File: src/rtl/uart_frame_pkg.sv
// Shared types and constants for the UART frame-integrity checker.
package uart_frame_pkg;

  localparam logic [2:0] ST_IDLE   = 3'd0;
  localparam logic [2:0] ST_DATA   = 3'd1;
  localparam logic [2:0] ST_PARITY = 3'd2;
  localparam logic [2:0] ST_STOP1  = 3'd3;
  localparam logic [2:0] ST_STOP2  = 3'd4;

  typedef enum logic [2:0] {
    IDLE   = ST_IDLE,
    DATA   = ST_DATA,
    PARITY = ST_PARITY,
    STOP1  = ST_STOP1,
    STOP2  = ST_STOP2
  } state_t;

  localparam logic PAR_EVEN = 1'b0;
  localparam logic PAR_ODD  = 1'b1;

endpackage

File: src/rtl/uart_frame_check_sat_counter.sv
// Saturating up-counter with synchronous clear; clear beats a simultaneous increment.
module sat_counter #(
  parameter int WIDTH = 8
) (
  input  logic             clk,
  input  logic             rst,
  input  logic             inc,
  input  logic             clr,
  output logic [WIDTH-1:0] count
);

  always_ff @(posedge clk) begin
    if (rst) begin
      count <= '0;
    end else if (clr) begin
      count <= '0;
    end else if (inc && (count != '1)) begin
      count <= count + WIDTH'(1);
    end
  end

endmodule

File: src/rtl/uart_frame_check.sv
// UART frame checker: tracks data/parity/stop position and reports per-frame errors.
// Optional break detection is built when UART_FRAME_CHK_BREAK_EN is defined.
module uart_frame_check
  import uart_frame_pkg::*;
#(
  parameter int DATA_WIDTH = 8,
  parameter int CNT_WIDTH  = 8
) (
  input  logic                 clk,
  input  logic                 rst,
  input  logic                 frame_start,
  input  logic                 bit_vld,
  input  logic                 sampled_bit,
  input  logic                 par_en,
  input  logic                 par_typ,
  input  logic                 stp_num,
  input  logic                 err_clr,
  output logic                 frame_done,
  output logic                 par_err,
  output logic                 stp_err,
  output logic                 busy,
  output logic [CNT_WIDTH-1:0] par_err_cnt,
  output logic [CNT_WIDTH-1:0] stp_err_cnt
`ifdef UART_FRAME_CHK_BREAK_EN
  ,
  output logic                 brk_det
`endif
);

  localparam int BCW = $clog2(DATA_WIDTH);
  localparam logic [BCW-1:0] LAST_BIT = BCW'(DATA_WIDTH - 1);

  state_t         state;
  logic           cfg_par_en;
  logic           cfg_par_typ;
  logic           cfg_stp_num;
  logic [BCW-1:0] bit_cnt;
  logic           par_acc;
  logic           frm_par_err;
  logic           frm_stp_err;

  logic last_bit;
  logic fin_par;
  logic fin_stp;
  logic stp_eff;

  // The frame completes on the strobe of its final stop bit; a restart suppresses it.
  assign last_bit = bit_vld && !frame_start &&
                    (((state == STOP1) && !cfg_stp_num) || (state == STOP2));
  assign fin_par  = cfg_par_en & frm_par_err;
  assign fin_stp  = (state == STOP2) ? (frm_stp_err | ~sampled_bit) : ~sampled_bit;
  assign busy     = (state != IDLE);

`ifdef UART_FRAME_CHK_BREAK_EN
  logic nonzero;
  logic frm_brk;
  logic fin_brk;

  assign fin_brk = (state == STOP2) ? frm_brk : (~nonzero & ~sampled_bit);
  assign stp_eff = fin_stp & ~fin_brk;

  // A break is an all-zero frame up to and including the first stop bit.
  always_ff @(posedge clk) begin
    if (rst) begin
      nonzero <= 1'b0;
      frm_brk <= 1'b0;
      brk_det <= 1'b0;
    end else begin
      if (frame_start) begin
        nonzero <= 1'b0;
        frm_brk <= 1'b0;
      end else if (bit_vld) begin
        if ((state == DATA) || (state == PARITY)) begin
          nonzero <= nonzero | sampled_bit;
        end else if (state == STOP1) begin
          frm_brk <= ~nonzero & ~sampled_bit;
        end
      end
      if (last_bit) begin
        brk_det <= fin_brk;
      end
    end
  end
`else
  assign stp_eff = fin_stp;
`endif

  always_ff @(posedge clk) begin
    if (rst) begin
      state       <= IDLE;
      cfg_par_en  <= 1'b0;
      cfg_par_typ <= 1'b0;
      cfg_stp_num <= 1'b0;
      bit_cnt     <= '0;
      par_acc     <= 1'b0;
      frm_par_err <= 1'b0;
      frm_stp_err <= 1'b0;
      frame_done  <= 1'b0;
      par_err     <= 1'b0;
      stp_err     <= 1'b0;
    end else begin
      frame_done <= 1'b0;
      if (frame_start) begin
        state       <= DATA;
        cfg_par_en  <= par_en;
        cfg_par_typ <= par_typ;
        cfg_stp_num <= stp_num;
        bit_cnt     <= '0;
        par_acc     <= 1'b0;
        frm_par_err <= 1'b0;
        frm_stp_err <= 1'b0;
      end else if (bit_vld) begin
        case (state)
          DATA: begin
            par_acc <= par_acc ^ sampled_bit;
            bit_cnt <= bit_cnt + BCW'(1);
            if (bit_cnt == LAST_BIT) begin
              state <= cfg_par_en ? PARITY : STOP1;
            end
          end
          PARITY: begin
            frm_par_err <= ((par_acc ^ sampled_bit) != cfg_par_typ);
            state       <= STOP1;
          end
          STOP1: begin
            frm_stp_err <= ~sampled_bit;
            state       <= cfg_stp_num ? STOP2 : IDLE;
          end
          STOP2:   state <= IDLE;
          default: state <= IDLE;
        endcase
      end
      if (last_bit) begin
        frame_done <= 1'b1;
        par_err    <= fin_par;
        stp_err    <= stp_eff;
      end
    end
  end

  sat_counter #(.WIDTH(CNT_WIDTH)) u_par_cnt (
    .clk   (clk),
    .rst   (rst),
    .inc   (last_bit & fin_par),
    .clr   (err_clr),
    .count (par_err_cnt)
  );

  sat_counter #(.WIDTH(CNT_WIDTH)) u_stp_cnt (
    .clk   (clk),
    .rst   (rst),
    .inc   (last_bit & stp_eff),
    .clr   (err_clr),
    .count (stp_err_cnt)
  );

endmodule

File: config.mk
export PLATFORM = sky130hd
export DESIGN_NAME = uart_frame_check
export DESIGN_NICKNAME = d
export VERILOG_FILES = /design/src/rtl/uart_frame_pkg.sv /design/src/rtl/uart_frame_check_sat_counter.sv /design/src/rtl/uart_frame_check.sv
export SDC_FILE = /design/constraint.sdc
export NUM_CORES = 1
export LEC_CHECK = 0
export ABC_AREA = 0
export BUFFER_PORTS_ARGS = -buffer_cell sky130_fd_sc_hd__buf_2
export CAP_MARGIN = 20
export CORE_UTILIZATION = 59
export CTS_BUF_LIST = sky130_fd_sc_hd__clkbuf_16
export DETAILED_ROUTE_END_ITERATION = 8
export PLACE_DENSITY = 0.83
export SETUP_SLACK_MARGIN = 0.15
export SYNTH_ARGS = -nofsm -noshare
export SYNTH_HDL_FRONTEND = slang
export SYNTH_HIERARCHICAL = 1
export SYNTH_SLANG_ARGS = --single-unit
File: constraint.sdc
create_clock -name clk -period 6 [get_ports clk]
set_clock_uncertainty 0.15 [all_clocks]
set_input_delay 0.3 -clock clk [delete_from_list [all_inputs] [get_ports clk]]
set_output_delay 0.3 -clock clk [all_outputs]
set_load 0.1 [all_outputs]
**Word level (Yosys, flattened, before mapping)**

Cells that the tools add are included.

- Add/sub/neg operators: 3
- Multiplexer cells: 8
- Eq/ne operators: 10
- Reductions and logical operators: 17
- Bitwise operators: 6

Operator list:

| kind | count |
|---|---|
| adder 8 x 1 -> 8 bit, second input constant | 2 |
| inequality test 8 bit, second input constant | 2 |
| AND reduction 2 bit | 5 |
| case mux 3 bit (3 select lines) | 1 |
| == test 3 x 2 -> 1 bit, second input constant | 2 |
| == test 3 bit, second input constant | 2 |
| 2-to-1 mux 3 bit | 2 |
| logical AND 1 bit | 5 |
| 2-to-1 mux 1 bit | 5 |
| OR reduction 2 bit | 2 |
| adder 3 x 1 -> 3 bit, second input constant | 1 |
| bitwise AND 1 bit | 3 |
| == test 3 x 1 -> 1 bit, second input constant | 1 |
| inequality test 3 bit, second input constant | 1 |
| nonzero test 3 bit | 1 |
| zero test 1 bit | 2 |
| inequality test 2 bit, second input constant | 1 |
| nonzero test 2 bit | 1 |
| logical OR 1 bit | 1 |
| inequality test 1 bit | 1 |
| inverter 1 bit | 1 |
| OR 1 bit | 1 |
| XOR 1 bit | 1 |

- Input bits: 9
- Output and inout bits: 20
- Register bits: 31
- Word-level logic and storage cells: 58

**Logic depth before layout (Yosys ltp)**

- Depth after elaboration: 6
- Mapped depth: 7

**Cells and area by module**

Netlist, hierarchy kept.

Modules (own cells, without submodules):

| module | area each (µm²) | seq. area each (µm²) | times used | cells an instance |
|---|---|---|---|---|
| sat_counter | 435.4 | 160.2 | 2 | 47 |
| uart_frame_check | 802.0 | 300.3 | 1 | 81 |

**Worst setup path after synthesis**

No wires, ideal clock.

- Kind: register -> register
- Start point: register u_par_cnt.count[0]
- End point: register u_par_cnt.count[6]
- Data required time: 5.735 ns
- Period minus slack after synthesis: 2.292 ns
- Stages on the path, launching flop included: 5
- Slack: 3.708 ns
- Path buffers: 0
- Arrival: 2.027 ns
- Path through: dfxtp_1 > ha_1 > nand3_1 > or4_1 > and3_1

- Longest elaborated chain between the ends: 2
- Elaborated cells on any way between the ends: 3

RTL lines:

| what | RTL line | RTL |
|---|---|---|
| start, declared | uart_frame_check_sat_counter.sv:9 | `output logic [WIDTH-1:0] count` |
| start signal, assigned | uart_frame_check_sat_counter.sv:18 | `count <= count + WIDTH'(1);` |
| branches (longest 2 deep; another with adder 8 x 1 -> 8 bit) | -- |  |

Parallel ways; which one is timed is not known.
A chain may end at the register's enable or synchronous reset.

**Worst setup path in the final report**

- Start point: register state[0]
- End point: register u_stp_cnt.count[6]

- Longest elaborated chain between the ends: 6
- Elaborated cells on any way between the ends: 8

RTL lines:

| what | RTL line | RTL |
|---|---|---|
| start, declared | uart_frame_check.sv:33 | `state_t state;` |
| start signal, assigned | uart_frame_check.sv:118 | `state <= cfg_par_en ? PARITY : STOP1;` |
| start signal, assigned | uart_frame_check.sv:127 | `state <= cfg_stp_num ? STOP2 : IDLE;` |
| == test 3 x 2 -> 1 bit | uart_frame_check.sv:49 | `(((state == STOP1) && !cfg_stp_num) \|\| (state == STOP2));` |
| logical AND 1 bit | uart_frame_check.sv:49 |  |
| logical OR 1 bit | uart_frame_check.sv:49 |  |
| logical AND 1 bit | uart_frame_check.sv:48 | `assign last_bit = bit_vld && !frame_start &&` |
| bitwise AND 1 bit * | uart_frame_check.sv:152 | `.inc (last_bit & stp_eff),` |
| logical AND 1 bit * | uart_frame_check_sat_counter.sv:17 | `end else if (inc && (count != '1)) begin` |
| end signal, assigned | uart_frame_check_sat_counter.sv:18 |  |
| end, declared | uart_frame_check_sat_counter.sv:9 |  |

Every way passes the cells marked *; elsewhere a longest branch is shown, timed or not.

==> results.toml <==
[synth]
synth_edf_count = 0
ys_seq_area_frac = 0.371
yosys_warnings = 6
netlist_area_um2 = 1670
ys_ff_latch = 31
syn_inst = 175
synthesis.nets = 188
syn_area_per_cell_um2 = 9.56
async_reset_ff_frac = 0
yosysUniqueCellTypes = 44
synth-main-ff-cell = "dfxtp_1"

[routing]
drtPass1Iterations = 4
ant_nets = 0
wirelength_mm = 3.66
remaining_drc_errors = 0
drt_iter0_markers = 56
dr_total_vias = 1414
routed_via_density = 6.09
post_drt_wl_per_cell_um = 15.8

[min_path]
worstHoldPathCells = 3
min_from = "par_en"
worstHoldPathType = "primary input to flip-flop"
hold_end = "cfg_par_en$_SDFFE_PP0P_"

[global_route]
grt_use_met2 = 0.429
grt_use_met1 = 0.348
grt_overflow = 0
grtUsageMet3 = 0.0539
antenna_found_initial = 0
grt_pass1_wl_mm = 6.40
grt_pass1_vias = 1380
top_usage_layer = "met2"
grtUsageTotal = 0.263
grt_max_degree = 24

[floorplan]
ios = 29
die_h_um = 55.2
start_util = 0.652
die_w_um = 55.2
core_area_um2 = 2570
rows = 18
die_area_um2 = 3050

[critical_path]
path_delay_family = "simple AND/OR/NAND/NOR gates"
reg2reg_to = "u_stp_cnt/count[6]$_SDFFE_PP0P_"
worstSetupStartpointType = "flip-flop"
path_depth = 6
crit_type = "flip-flop to flip-flop"
r2r_start = "state[0]$_SDFFE_PP0P_"
slowest_stage = "dfxtp_1"
worst-path-max-fanout = 12
required_ps = 6010
critPathBufInv = 0
endpoint_kind = "flip-flop"
path_cells = "and4bb_2 > o21ai_4 > a21oi_1 > nand3_1 > or4_1 > and3_1"
arrival_ps = 2380
reg2regPathDepth = 6
setup.reg_to_reg.worst_slack_ps = 3630
max_stage_delay_ps = 570

[cells_and_area]
nets = 215
post_route_cells_drive_above_1_share = 0.243
nFillCells = 188
syn_to_final_growth_pct = 17.3
diodes = 0
final_common_cell = "dfxtp_1"
mostFrequentLayoutCells = "dfxtp_1 (31), buf_2 (28), nand2_1 (17), a21oi_1 (16)"
final_cells = 232

[clocking]
tritoncts = "built"
cts_resized = 0
cts_setup_buffers = 0
hold_buffers = 0
clock_sinks = 31
cts-htree-levels = 2
clockRootBuffer = "clkbuf_16"
numCtsBuffers = 5
path_clk_slew_ps = 50
clockBufferDepth = 2
clk_latency_ps = 270

[power]
peakVddDrop_uv = 222
p_leak_nw = 0.810
p_per_area_nw_per_um2 = 258
fin_total_pwr_uw = 506

[job]
cap_violations = 0

[timing]
relSlewSlack = 0.678
tightest_slew_ps = 487
hold_viol_final = 0
fmax_mhz = 422
fin_crit_ps = 2370
final.setup.tns_ps = 0
rsz0062_at_grt = "no"
worst_slack_ps = 3630
min_period_over_period = 0.395
setup_viol_count_final = 0
slew_viol_final = 0

[placed_design]
dpl.hpwl_mm = 2.44
globalplace.congestion = 0.794
place_ws_ps = 3710
place_inst = 225
portBuffers = 28

[status]
status = "finished, final reports clean"
layer usage:
| layer | share of wire | vias up |
|---|---|---|
| met5 | 0 | - |
| met4 | 0.0027 | 0 |
| met3 | 0.039 | 2 |
| met2 | 0.50 | 37 |
| met1 | 0.46 | 677 |
| li1 | - | 698 |
worst min-delay path, delay by kind of cell:
kind          cells  cell delay, ps
simple gates      1              80
buf+inv           1              70
mux               1              50
logic make-up (layout without fill, tap and decap cells):
group,count (synthesis),count (layout),synth area share
and+or+nand+nor,78,78,0.292
DFF,31,31,0.371
AOI/OAI and AO/OA,35,35,0.163
xor gates and xnor gates,2,2,0.0194
buffers and inverters,11,38,0.0352
adders and majority gates,4,4,0.0299
muxes,14,14,0.0898
area by class of cell:
type / count / area, um2 / area share
Clock buffer: 5 / 125 / 0.0638
Clock inverter: 2 / 33.8 / 0.0172
Inverter: 3 / 11.3 / 0.00574
Multi-Input combinational cell: 133 / 993 / 0.506
Sequential cell: 31 / 621 / 0.316
Tap cell: 30 / 37.5 / 0.0191
Timing Repair Buffer: 28 / 140 / 0.0714
metrics by stage:
stage                     hold WS, ps  area, um2  utilization
after floorplan                   214       1670            -
after global placement            299       1800        0.702
after detailed placement          313       1800        0.702
after CTS                         122       1960        0.764
after global routing              152       1960        0.764
final                             123       1960        0.764
sequential cells by signal, summed over array words and instances, names as in the netlist, 3 cells and up:
signal           flops
u_par_cnt/count      8
u_stp_cnt/count      8
state                3
bit_cnt              3
cell usage after synthesis (2+ instances only):
cell,number,area share
nand4_1,4,0.015
mux2i_1,12,0.072
and4bb_2,3,0.022
a21boi_2,2,0.013
ha_1,4,0.030
dfxtp_1,31,0.37
nand3_1,4,0.012
and2b_1,2,0.0090
a2111oi_4,2,0.033
nor4_1,2,0.0075
a31oi_1,2,0.0075
nand2b_1,2,0.0075
buf_4,4,0.018
and3_1,6,0.022
or4_1,2,0.0090
mux2_4,2,0.018
nor2b_1,2,0.0075
a21oi_1,16,0.048
nand2_1,17,0.038
or3_1,7,0.026
a21boi_1,4,0.018
o21ai_0,4,0.012
buf_2,2,0.0060
and3b_1,2,0.010
clkbuf_1,2,0.0045
and4_1,4,0.021
inv_1,3,0.0067
nor2_1,12,0.027
where the power goes:
part | internal [mW] | total (mW) | switching, mW
clock | 0.191 | 0.269 | 0.0781
combinational | 0.00913 | 0.0251 | 0.0160
sequential | 0.208 | 0.211 | 0.00292
total | 0.409 | 0.506 | 0.0970
worst max path at each step:
stage / slack, ps / start / endpoint
3_5_place_dp: 3710 / state[0]$_SDFFE_PP0P_ / u_stp_cnt/count[6]$_SDFFE_PP0P_
4_1_cts: 3650 / state[1]$_SDFFE_PP0P_ / u_stp_cnt/count[5]$_SDFFE_PP0P_
6_report: 3630 / state[0]$_SDFFE_PP0P_ / u_stp_cnt/count[6]$_SDFFE_PP0P_
3_3_place_gp: 3850 / state[0]$_SDFFE_PP0P_ / u_stp_cnt/count[5]$_SDFFE_PP0P_
2_1_floorplan: 3710 / u_par_cnt/count[0]$_SDFFE_PP0P_ / u_par_cnt/count[6]$_SDFFE_PP0P_
5_1_grt: 3490 / state[0]$_SDFFE_PP0P_ / u_stp_cnt/count[5]$_SDFFE_PP0P_
(Power assumes the default switching activity.)
